===== src/rtl/d5m_sensor_emulator.sv =====
`default_nettype none
// ============================================================================
// Module   : d5m_sensor_emulator
// Purpose  : TRDB_D5M camera-side emulator: pixel clock, 12-bit data,
//            LVAL/FVAL and snapshot strobe with test patterns.
// Revision : 1.0  initial release
// ============================================================================
module d5m_sensor_emulator #(
  parameter int COLS         = 640,
  parameter int ROWS         = 480,
  parameter int H_BLANK      = 16,
  parameter int V_BLANK_ROWS = 8,
  parameter int STROBE_TICKS = 32
) (
  input  logic        ul1Clock,
  input  logic        ul1Reset,
  input  logic        ul1Enable,
  input  logic        ul1SnapshotMode,
  input  logic [1:0]  ul2PatternSel,
  input  logic        ul1Resetn,
  input  logic        ul1SnapshotTrigger,
  output logic        ul1PixelClock,
  output logic [11:0] ul12PixelData,
  output logic        ul1LineValid,
  output logic        ul1FrameValid,
  output logic        ul1SnapshotStrobe,
  output logic [15:0] ul16FrameCount
);

  localparam int c_LINE_TICKS   = COLS + H_BLANK;
  localparam int c_VBLANK_TICKS = H_BLANK + V_BLANK_ROWS * c_LINE_TICKS;
  localparam int c_COL_W        = $clog2(c_LINE_TICKS + 1);
  localparam int c_ROW_W        = $clog2(ROWS + 1);
  localparam int c_VB_W         = $clog2(c_VBLANK_TICKS + 1);
  localparam int c_STB_W        = $clog2(STROBE_TICKS + 1);

  localparam logic [c_COL_W-1:0] c_LAST_COL_POS    = c_COL_W'(c_LINE_TICKS - 1);
  localparam logic [c_COL_W-1:0] c_LAST_ACTIVE_COL = c_COL_W'(COLS - 1);
  localparam logic [c_COL_W-1:0] c_ACTIVE_COLS     = c_COL_W'(COLS);
  localparam logic [c_ROW_W-1:0] c_LAST_ROW        = c_ROW_W'(ROWS - 1);
  localparam logic [c_VB_W-1:0]  c_LAST_VB         = c_VB_W'(c_VBLANK_TICKS - 1);
  localparam logic [c_STB_W-1:0] c_LAST_STB        = c_STB_W'(STROBE_TICKS - 1);

  typedef enum logic [2:0] {
    IDLE      = 3'd0,
    WAIT_TRIG = 3'd1,
    STROBE    = 3'd2,
    FRAME     = 3'd3,
    VBLANK    = 3'd4
  } fsmState_t;

  fsmState_t          r_state, w_nextState;
  logic               r_pixClk;
  logic               r_trigQ;
  logic               r_pending, w_pending;
  logic [c_COL_W-1:0] r_col, w_col;
  logic [c_ROW_W-1:0] r_row, w_row;
  logic [c_VB_W-1:0]  r_vbCount, w_vbCount;
  logic [c_STB_W-1:0] r_stbCount, w_stbCount;
  logic [1:0]         r_pattern, w_pattern;
  logic [11:0]        r_data, w_data;
  logic               r_lval, w_lval;
  logic               r_fval, w_fval;
  logic               r_strobe, w_strobe;
  logic [15:0]        r_frameCount, w_frameCount;

  logic               w_tick;
  logic               w_trigRise;
  logic               w_enterFrame;
  logic               w_colWrap;
  logic               w_lastPixel;
  logic [c_COL_W-1:0] w_advCol;
  logic [c_ROW_W-1:0] w_advRow;

  function automatic logic [11:0] pixelValue(
    input logic [1:0]  pat,
    input logic [11:0] x,
    input logic [11:0] y,
    input logic [11:0] f
  );
    case (pat)
      2'd0:    pixelValue = x;
      2'd1:    pixelValue = y;
      2'd2:    pixelValue = x + y + f;
      default: pixelValue = 12'hFFF;
    endcase
  endfunction

  assign w_tick      = r_pixClk;
  assign w_trigRise  = ul1SnapshotTrigger & ~r_trigQ;
  assign w_colWrap   = (r_col == c_LAST_COL_POS);
  assign w_lastPixel = (r_col == c_LAST_ACTIVE_COL) && (r_row == c_LAST_ROW);
  assign w_advCol    = w_colWrap ? '0 : r_col + 1'b1;
  assign w_advRow    = w_colWrap ? r_row + 1'b1 : r_row;

  // Counters always describe the pixel currently on the outputs.
  always_comb begin
    w_nextState  = r_state;
    w_col        = r_col;
    w_row        = r_row;
    w_vbCount    = r_vbCount;
    w_stbCount   = r_stbCount;
    w_pattern    = r_pattern;
    w_data       = r_data;
    w_lval       = r_lval;
    w_fval       = r_fval;
    w_strobe     = r_strobe;
    w_frameCount = r_frameCount;
    w_pending    = r_pending | ((r_state == WAIT_TRIG) & w_trigRise);
    w_enterFrame = 1'b0;

    if (w_tick) begin
      if (!ul1Resetn) begin
        w_nextState = IDLE;
        w_col       = '0;
        w_row       = '0;
        w_vbCount   = '0;
        w_stbCount  = '0;
        w_data      = '0;
        w_lval      = 1'b0;
        w_fval      = 1'b0;
        w_strobe    = 1'b0;
        w_pending   = 1'b0;
      end else begin
        case (r_state)
          IDLE: begin
            if (ul1Enable) begin
              if (ul1SnapshotMode) begin
                w_nextState = WAIT_TRIG;
                w_pending   = 1'b0;
              end else begin
                w_enterFrame = 1'b1;
              end
            end
          end
          WAIT_TRIG: begin
            if (!ul1Enable) begin
              w_nextState = IDLE;
            end else if (r_pending) begin
              w_nextState = STROBE;
              w_strobe    = 1'b1;
              w_stbCount  = '0;
              w_pending   = 1'b0;
            end
          end
          STROBE: begin
            if (r_stbCount == c_LAST_STB) begin
              w_enterFrame = 1'b1;
            end else begin
              w_stbCount = r_stbCount + 1'b1;
            end
          end
          FRAME: begin
            if (w_lastPixel) begin
              w_nextState  = VBLANK;
              w_vbCount    = '0;
              w_data       = '0;
              w_lval       = 1'b0;
              w_fval       = 1'b0;
              w_frameCount = r_frameCount + 16'd1;
            end else begin
              w_col  = w_advCol;
              w_row  = w_advRow;
              w_fval = 1'b1;
              w_lval = (w_advCol < c_ACTIVE_COLS);
              w_data = w_lval ? pixelValue(r_pattern, 12'(w_advCol), 12'(w_advRow),
                                           r_frameCount[11:0]) : 12'd0;
            end
          end
          VBLANK: begin
            if (r_vbCount == c_LAST_VB) begin
              if (!ul1Enable) begin
                w_nextState = IDLE;
              end else if (ul1SnapshotMode) begin
                w_nextState = WAIT_TRIG;
                w_pending   = 1'b0;
              end else begin
                w_enterFrame = 1'b1;
              end
            end else begin
              w_vbCount = r_vbCount + 1'b1;
            end
          end
          default: w_nextState = IDLE;
        endcase

        // Pattern is latched here and pixel (0,0) is presented on the same tick.
        if (w_enterFrame) begin
          w_nextState = FRAME;
          w_col       = '0;
          w_row       = '0;
          w_pattern   = ul2PatternSel;
          w_strobe    = 1'b0;
          w_fval      = 1'b1;
          w_lval      = 1'b1;
          w_data      = pixelValue(ul2PatternSel, 12'd0, 12'd0, r_frameCount[11:0]);
        end
      end
    end
  end

  always_ff @(posedge ul1Clock or posedge ul1Reset) begin
    if (ul1Reset) begin
      r_state      <= IDLE;
      r_pixClk     <= 1'b0;
      r_trigQ      <= 1'b0;
      r_pending    <= 1'b0;
      r_col        <= '0;
      r_row        <= '0;
      r_vbCount    <= '0;
      r_stbCount   <= '0;
      r_pattern    <= '0;
      r_data       <= '0;
      r_lval       <= 1'b0;
      r_fval       <= 1'b0;
      r_strobe     <= 1'b0;
      r_frameCount <= '0;
    end else begin
      r_state      <= w_nextState;
      r_pixClk     <= ~r_pixClk;
      r_trigQ      <= ul1SnapshotTrigger;
      r_pending    <= w_pending;
      r_col        <= w_col;
      r_row        <= w_row;
      r_vbCount    <= w_vbCount;
      r_stbCount   <= w_stbCount;
      r_pattern    <= w_pattern;
      r_data       <= w_data;
      r_lval       <= w_lval;
      r_fval       <= w_fval;
      r_strobe     <= w_strobe;
      r_frameCount <= w_frameCount;
    end
  end

  assign ul1PixelClock     = r_pixClk;
  assign ul12PixelData     = r_data;
  assign ul1LineValid      = r_lval;
  assign ul1FrameValid     = r_fval;
  assign ul1SnapshotStrobe = r_strobe;
  assign ul16FrameCount    = r_frameCount;

endmodule
`default_nettype wire


===== config.mk =====
export PLATFORM = sky130hd
export DESIGN_NAME = d5m_sensor_emulator
export DESIGN_NICKNAME = d
export VERILOG_FILES = /design/src/rtl/d5m_sensor_emulator.sv
export SDC_FILE = /design/constraint.sdc
export NUM_CORES = 1
export LEC_CHECK = 0
export CAP_MARGIN = 10
export CORE_MARGIN = 5
export CORE_UTILIZATION = 30
export DETAILED_ROUTE_END_ITERATION = 12
export PLACE_DENSITY = 0.54
export SETUP_SLACK_MARGIN = 0.2
export SYNTH_ARGS = -nofsm -noshare
export SYNTH_HDL_FRONTEND = slang
export SYNTH_SLANG_ARGS = --single-unit

===== constraint.sdc =====
create_clock -name ul1Clock -period 5.1 [get_ports ul1Clock]
set_clock_uncertainty 0.15 [all_clocks]
set_input_delay 0.765 -clock ul1Clock [delete_from_list [all_inputs] [get_ports ul1Clock]]
set_output_delay 0.765 -clock ul1Clock [all_outputs]
set_load 0.02 [all_outputs]

After elaboration in Yosys (flattened, before gate mapping):

Index checks and enable logic that the tools add are counted.
Widths: inputs -> output; s select.

* flip-flop bits (word level): 77
* bits in latches: 0
* RAM bits: 0
* bits in read-only memories: 0
* bits of input ports: 8
* output and inout bits: 32
* logic and storage cells: 134
* memories kept: 0

* $add $sub $neg: 7
* multiply operators: 0
* div/mod/pow operators: 0
* $lt $le $gt $ge: 1
* equal/unequal tests: 30
* shift-type cells: 0
* muxes and demuxes: 64
* bitwise operators: 5
* reduce and logical (&&, ||, !) cells: 13

Operator list (number)
* $mux 12: 5
* $mux 10: 5
* $mux 9: 5
* $mux 13: 3
* $pmux 12 s3: 1
* $mux 3: 9
* $mux 1: 26
* $pmux 13 s2: 1
* $mux 6: 4
* $pmux 12 s2: 1
* $eq 10x10->1 const B: 2
* $ne 3x3->1 const B: 6
* $add 16x1->16 const B: 1
* $ne 3x1->1 const B: 5
* $pmux 3 s5: 1
* $add 13x1->13 const B: 1
* $eq 13x13->1 const B: 1
* $add 11x12->12: 1
* $ne 4x4->1 const B: 3
* $pmux 6 s2: 1
* $reduce_and 4->1: 3
* $add 10x9->11: 1
* $add 10x1->10 const B: 1
* $lt 10x10->1 const B: 1
* other kinds (23): 32

Logic depth before layout (Yosys ltp):

* depth after elaboration: 10
* depth in mapped cells: 16
* depth with buffers taken out: 15

Worst setup path after synthesis:

No wires, ideal clock.

* kind: reg-to-reg
* from: register r_col[4]
* to: register r_data[11], in the netlist ul12PixelData[11]
* library setup time: 135 ps
* data arrival time: 4112 ps
* required time: 4815 ps
* setup slack: 703 ps
* stages on the path, launching flop included: 16
* buffers on the path: 2
* period minus slack after synthesis: 4397 ps
* cell sequence: dfrtp_1 buf_2 or4b_2 clkbuf_1 nor3_4 mux2i_1 inv_1 fa_1 ha_1 fa_1 a211oi_1 o21bai_1 a311oi_1 xnor2_1 o21ai_0 o211ai_1

* longest elaborated chain between the ends: 10
* elaborated cells between the ends (all ways): 15
* classes of those cells: add/sub: 3; order compare: 1; eq/ne: 2; mux: 8; reduce/logical: 1

Ends and longest elaborated chain
* from (decl): line 56 `logic [c_COL_W-1:0] r_col, w_col;`
* from (signal assigned): line 223 `r_col <= w_col;`
* $add 10x1->10 / $eq 10x10->1 (equally long branches): line 93, 91
* $mux 10 / $mux 9 (equally long branches): line 93, 94
* $add 10x9->11: line 84 `2'd2: pixelValue = x + y + f;`
* $add 11x12->12: line 84
* $pmux 12 s3: line 81 `case (pat)`
* $mux 12: line 166 `w_data = w_lval ? pixelValue(r_pattern, 12'(w_advCol), 12'(w_advRow),`
* $mux 12 *: line 154 `if (w_lastPixel) begin`
* $mux 12 *: line 125 `case (r_state)`
* $mux 12 *: line 188 `if (w_enterFrame) begin`
* $mux 12 *: line 113 `if (!ul1Resetn) begin`
* to (signal assigned): line 228 `r_data <= w_data;`
* to (decl): line 61 `logic [11:0] r_data, w_data;`

Every way passes the cells marked *; elsewhere a longest branch is shown, timed or not. The select of a mux whose other input is x is not followed.
A chain may end at the register's enable or synchronous reset.

Worst setup path after layout:

* from: register r_col[7]
* to: register r_data[11], in the netlist ul12PixelData[11]

Same word-level chain as after synthesis.

==> summary.txt <==
Final layout
  • P&R area growth vs syn: 17.7%
  • Multi-input gate area: 0.00307 mm^2
  • # fillers: 1785
  • Diodes inserted: 0
  • Nets: 647
  • Layout cell share with drive strength beyond 1: 6.15%
  • Register area: 0.00193 mm^2

Clock tree
  • Clock sinks: 77
  • Worst-skew pair later-pin latency: 0.34 ns
  • Longest Clk Path Bufs: 2
  • Reg clk slew, reported paths: 0.06 ns
  • Post-CTS setup buffers: 0
  • CTS root buf: clkbuf_16
  • Hold-fix buffers, CTS: 0
  • CTS tree: built
  • CTS H-tree lvls: 3
  • Post-cts resize count: 0
  • CTS Buf Count: 9

Global routing
  • Gr usage total: 15.3%
  • Grt total ovfl: 0
  • Initial antenna violation count: 0
  • Global-route wire length before repair: 24.4 mm
  • Vias in the first global route: 4533
  • Largest net degree at the start of global routing: 51

Timing
  • Measured slew at the worst slew-check pin: 0.920 ns
  • Count of final max-slew check failures: 0
  • Setup TNS: 0 ns
  • Final-report hold violation count: 0
  • Final setup violation count: 0
  • Crit path time final: 4.58 ns
  • Period utilization: 89.7%
  • Relative slew slack: 38.6%
  • RSZ-0062 raised after global routing: false
  • Max frequency: 0.218 GHz

Logic synthesis
  • Post-synthesis sequential area ratio: 37.3%
  • #FFs+latches synth: 77
  • Post-synthesis async set-or-reset flop share: 100%
  • Cell Area, Synth: 0.00516 mm^2
  • Post-synth EDFFs: 0
  • Syn_nets: 616
  • Mean Syn Cell Area: 8.87 um^2
  • Post-Synthesis Cells: 582
  • Yosys cell types: 68
  • Top FF cell, synth: dfrtp_1
  • Synth warnings: 0

Min path
  • Hold WC Path Type: reg2reg
  • WHS Endpoint: ul16FrameCount[15]
  • Hold Crit Depth: 1
  • Min-Delay Startpoint: ul16FrameCount[15]

Critical path
  • Worst-path fanout max: 12
  • Setup Crit Path Kind: reg2reg
  • Crit end category: flip-flop
  • Worst EP required: 5.16 ns
  • Worst path arrival time: 4.64 ns
  • R2R Setup Slk: 0.52 ns
  • R2R Path End: ul12PixelData[11]
  • CP Launch Type: flip-flop
  • R2R Path Start: r_col[7]
  • Reg2Reg Depth: 13

Pwr
  • PD cells: 278 mW/mm^2
  • Design Power: 1.69 mW
  • P_leak: 2.66 nW
  • Max IR drop VDD: 0.000186 V

Drt
  • Via density: 5.45
  • Via count: 4591
  • Drt first pass iters: 4
  • DRC viols: 0
  • Detailed-route wire length: 14.8 mm
  • Final ANT Viol Nets: 0
  • DR iter-0 viols: 290
  • Wire length per cell: 17.5 um

Floorplan
  • Die X: 141 um
  • Site Rows: 48
  • Starting Density: 30.3%
  • IO Count: 40
  • Die area: 0.0199 mm^2
  • Core area: 0.0171 mm^2
  • Chip height: 141 um

Placed design
  • Input/output buffers: 39
  • DP Wirelength: 11.1 mm
  • GP Congestion: 0.858

Job
  • Maxcap violations: 0

Status
  • Outcome: complete, no violations
==> cells by family (layout without fill, tap and decap cells) <==
logic type | after synthesis | in the layout | share of synthesized area, %
compound gates | 169 | 169 | 21.1
buf+inv | 43 | 79 | 3.25
flops | 77 | 77 | 37.3
mux | 7 | 7 | 1.41
fa+ha+maj | 26 | 26 | 7.18
xor+xnor | 38 | 38 | 6.45
simple gates | 222 | 222 | 23.3
==> where the power goes <==
group	internal, mW	total (mW)	leakage, nW	switching [mW]
clock	0.372	0.640	0.145	0.269
sequential	0.644	0.711	1.06	0.0664
combinational	0.128	0.337	1.46	0.209
==> critical path: stages (launching register included) <==
cell and delay, ns:
dfrtp_1 0.55, or4b_2 0.75, nor3_4 0.19, mux2i_1 0.33, inv_1 0.09, fa_1 0.44, ha_1 0.25, fa_1 0.45
a211oi_1 0.40, o21bai_1 0.17, a311oi_1 0.32, xnor2_1 0.09, o21ai_0 0.15, o211ai_1 0.11
==> flip-flops by register name, summed over array words and instances, names as in the netlist <==
name,flops
ul12PixelData,12
r_state,3
r_row,9
r_stbCount,6
ul1SnapshotStrobe,1
r_trigQ,1
ul1PixelClock,1
ul1FrameValid,1
r_col,10
ul16FrameCount,16
r_pending,1
r_vbCount,13
ul1LineValid,1
r_pattern,2
==> cell usage after synthesis (all sizes together), types with 3 or more instances <==
| library cell | count | area [um^2] |
|---|---|---|
| buf | 8 | 36.3 |
| o21ai | 71 | 359 |
| nor2 | 37 | 139 |
| nor3b | 3 | 22.5 |
| fa | 6 | 120 |
| nand2b | 13 | 81.3 |
| o211ai | 5 | 37.5 |
| clkbuf | 16 | 60.1 |
| nand2 | 56 | 210 |
| nor3 | 6 | 41.3 |
| or4b | 3 | 30.0 |
| a21o | 8 | 60.1 |
| o31ai | 14 | 119 |
| nand4 | 13 | 81.3 |
| ha | 20 | 250 |
| o22ai | 5 | 31.3 |
| o21bai | 4 | 30.0 |
| nor4 | 6 | 67.6 |
| o221ai | 5 | 43.8 |
| or4 | 5 | 37.5 |
| and2 | 4 | 25.0 |
| xor2 | 16 | 140 |
| o41ai | 3 | 26.3 |
| nand3 | 37 | 185 |
| nand3b | 4 | 30.0 |
| inv | 17 | 63.8 |
| a21oi | 19 | 95.1 |
| a211oi | 5 | 37.5 |
| dfrtp | 77 | 1930 |
| and3 | 21 | 131 |
| or2 | 4 | 25.0 |
| xnor2 | 22 | 193 |
| mux2i | 5 | 50.1 |
| a31oi | 7 | 43.8 |
| a41oi | 3 | 26.3 |
==> cell usage in the layout, fill, tap and decap left out, types with 6 or more instances in the layout <==
master | Yosys | routed
ha_1 | 20 | 20
and3_1 | 21 | 21
a21o_1 | 8 | 8
o31ai_1 | 13 | 13
a21oi_1 | 19 | 19
nand4_1 | 13 | 13
fa_1 | 6 | 6
nand2b_1 | 13 | 13
clkdlybuf4s50_1 | 0 | 39
clkbuf_16 | 0 | 9
nor2_1 | 37 | 37
dfrtp_1 | 77 | 77
xor2_1 | 16 | 16
nand3_1 | 37 | 37
a31oi_1 | 7 | 7
o21ai_0 | 69 | 69
nand2_1 | 56 | 56
inv_1 | 17 | 16
xnor2_1 | 22 | 22
==> final cells by class <==
class | count | area share [%]
sequential | 77 | 31.7
tap | 225 | 4.64
clock buffer | 12 | 4.39
timing repair buffer | 44 | 7.05
clock inverter | 4 | 0.495
inverter | 19 | 1.20
multi-input combinational | 462 | 50.5
==> how the worst max path moves through the flow <==
stage | start | to | slack (ns) | depth (start not counted)
finish | r_col[7] | ul12PixelData[11] | 0.52 | 13
global placement | r_col[7] | ul12PixelData[11] | 0.59 | 13
global route | r_col[7] | ul12PixelData[11] | 0.22 | 13
floorplan | r_col[4] | ul12PixelData[11] | 0.70 | 15
detailed placement | r_col[7] | ul12PixelData[11] | 0.57 | 13
CTS | r_col[7] | ul12PixelData[11] | 0.54 | 13
==> layer usage <==
metal,track usage (%),routed length [um],up-vias
met3,3.43,485,10
met2,26.0,7360,79
met1,19.7,6780,2280
met4,3.77,165,0
li1,-,-,2222
met5,0,0,-
==> through the flow <==
stage	hold WS (ns)	setup slack [ns]	instances	util (%)	area (um^2)
after floorplan	0.314	0.703	582	-	5160
after global placement	0.312	0.595	827	33.9	5770
after detailed placement	0.332	0.570	827	33.9	5770
after CTS	0.345	0.542	843	35.6	6070
after global routing	0.379	0.215	843	35.6	6070
final	0.337	0.523	843	35.6	6070
Power figures use the tool's default switching activity.
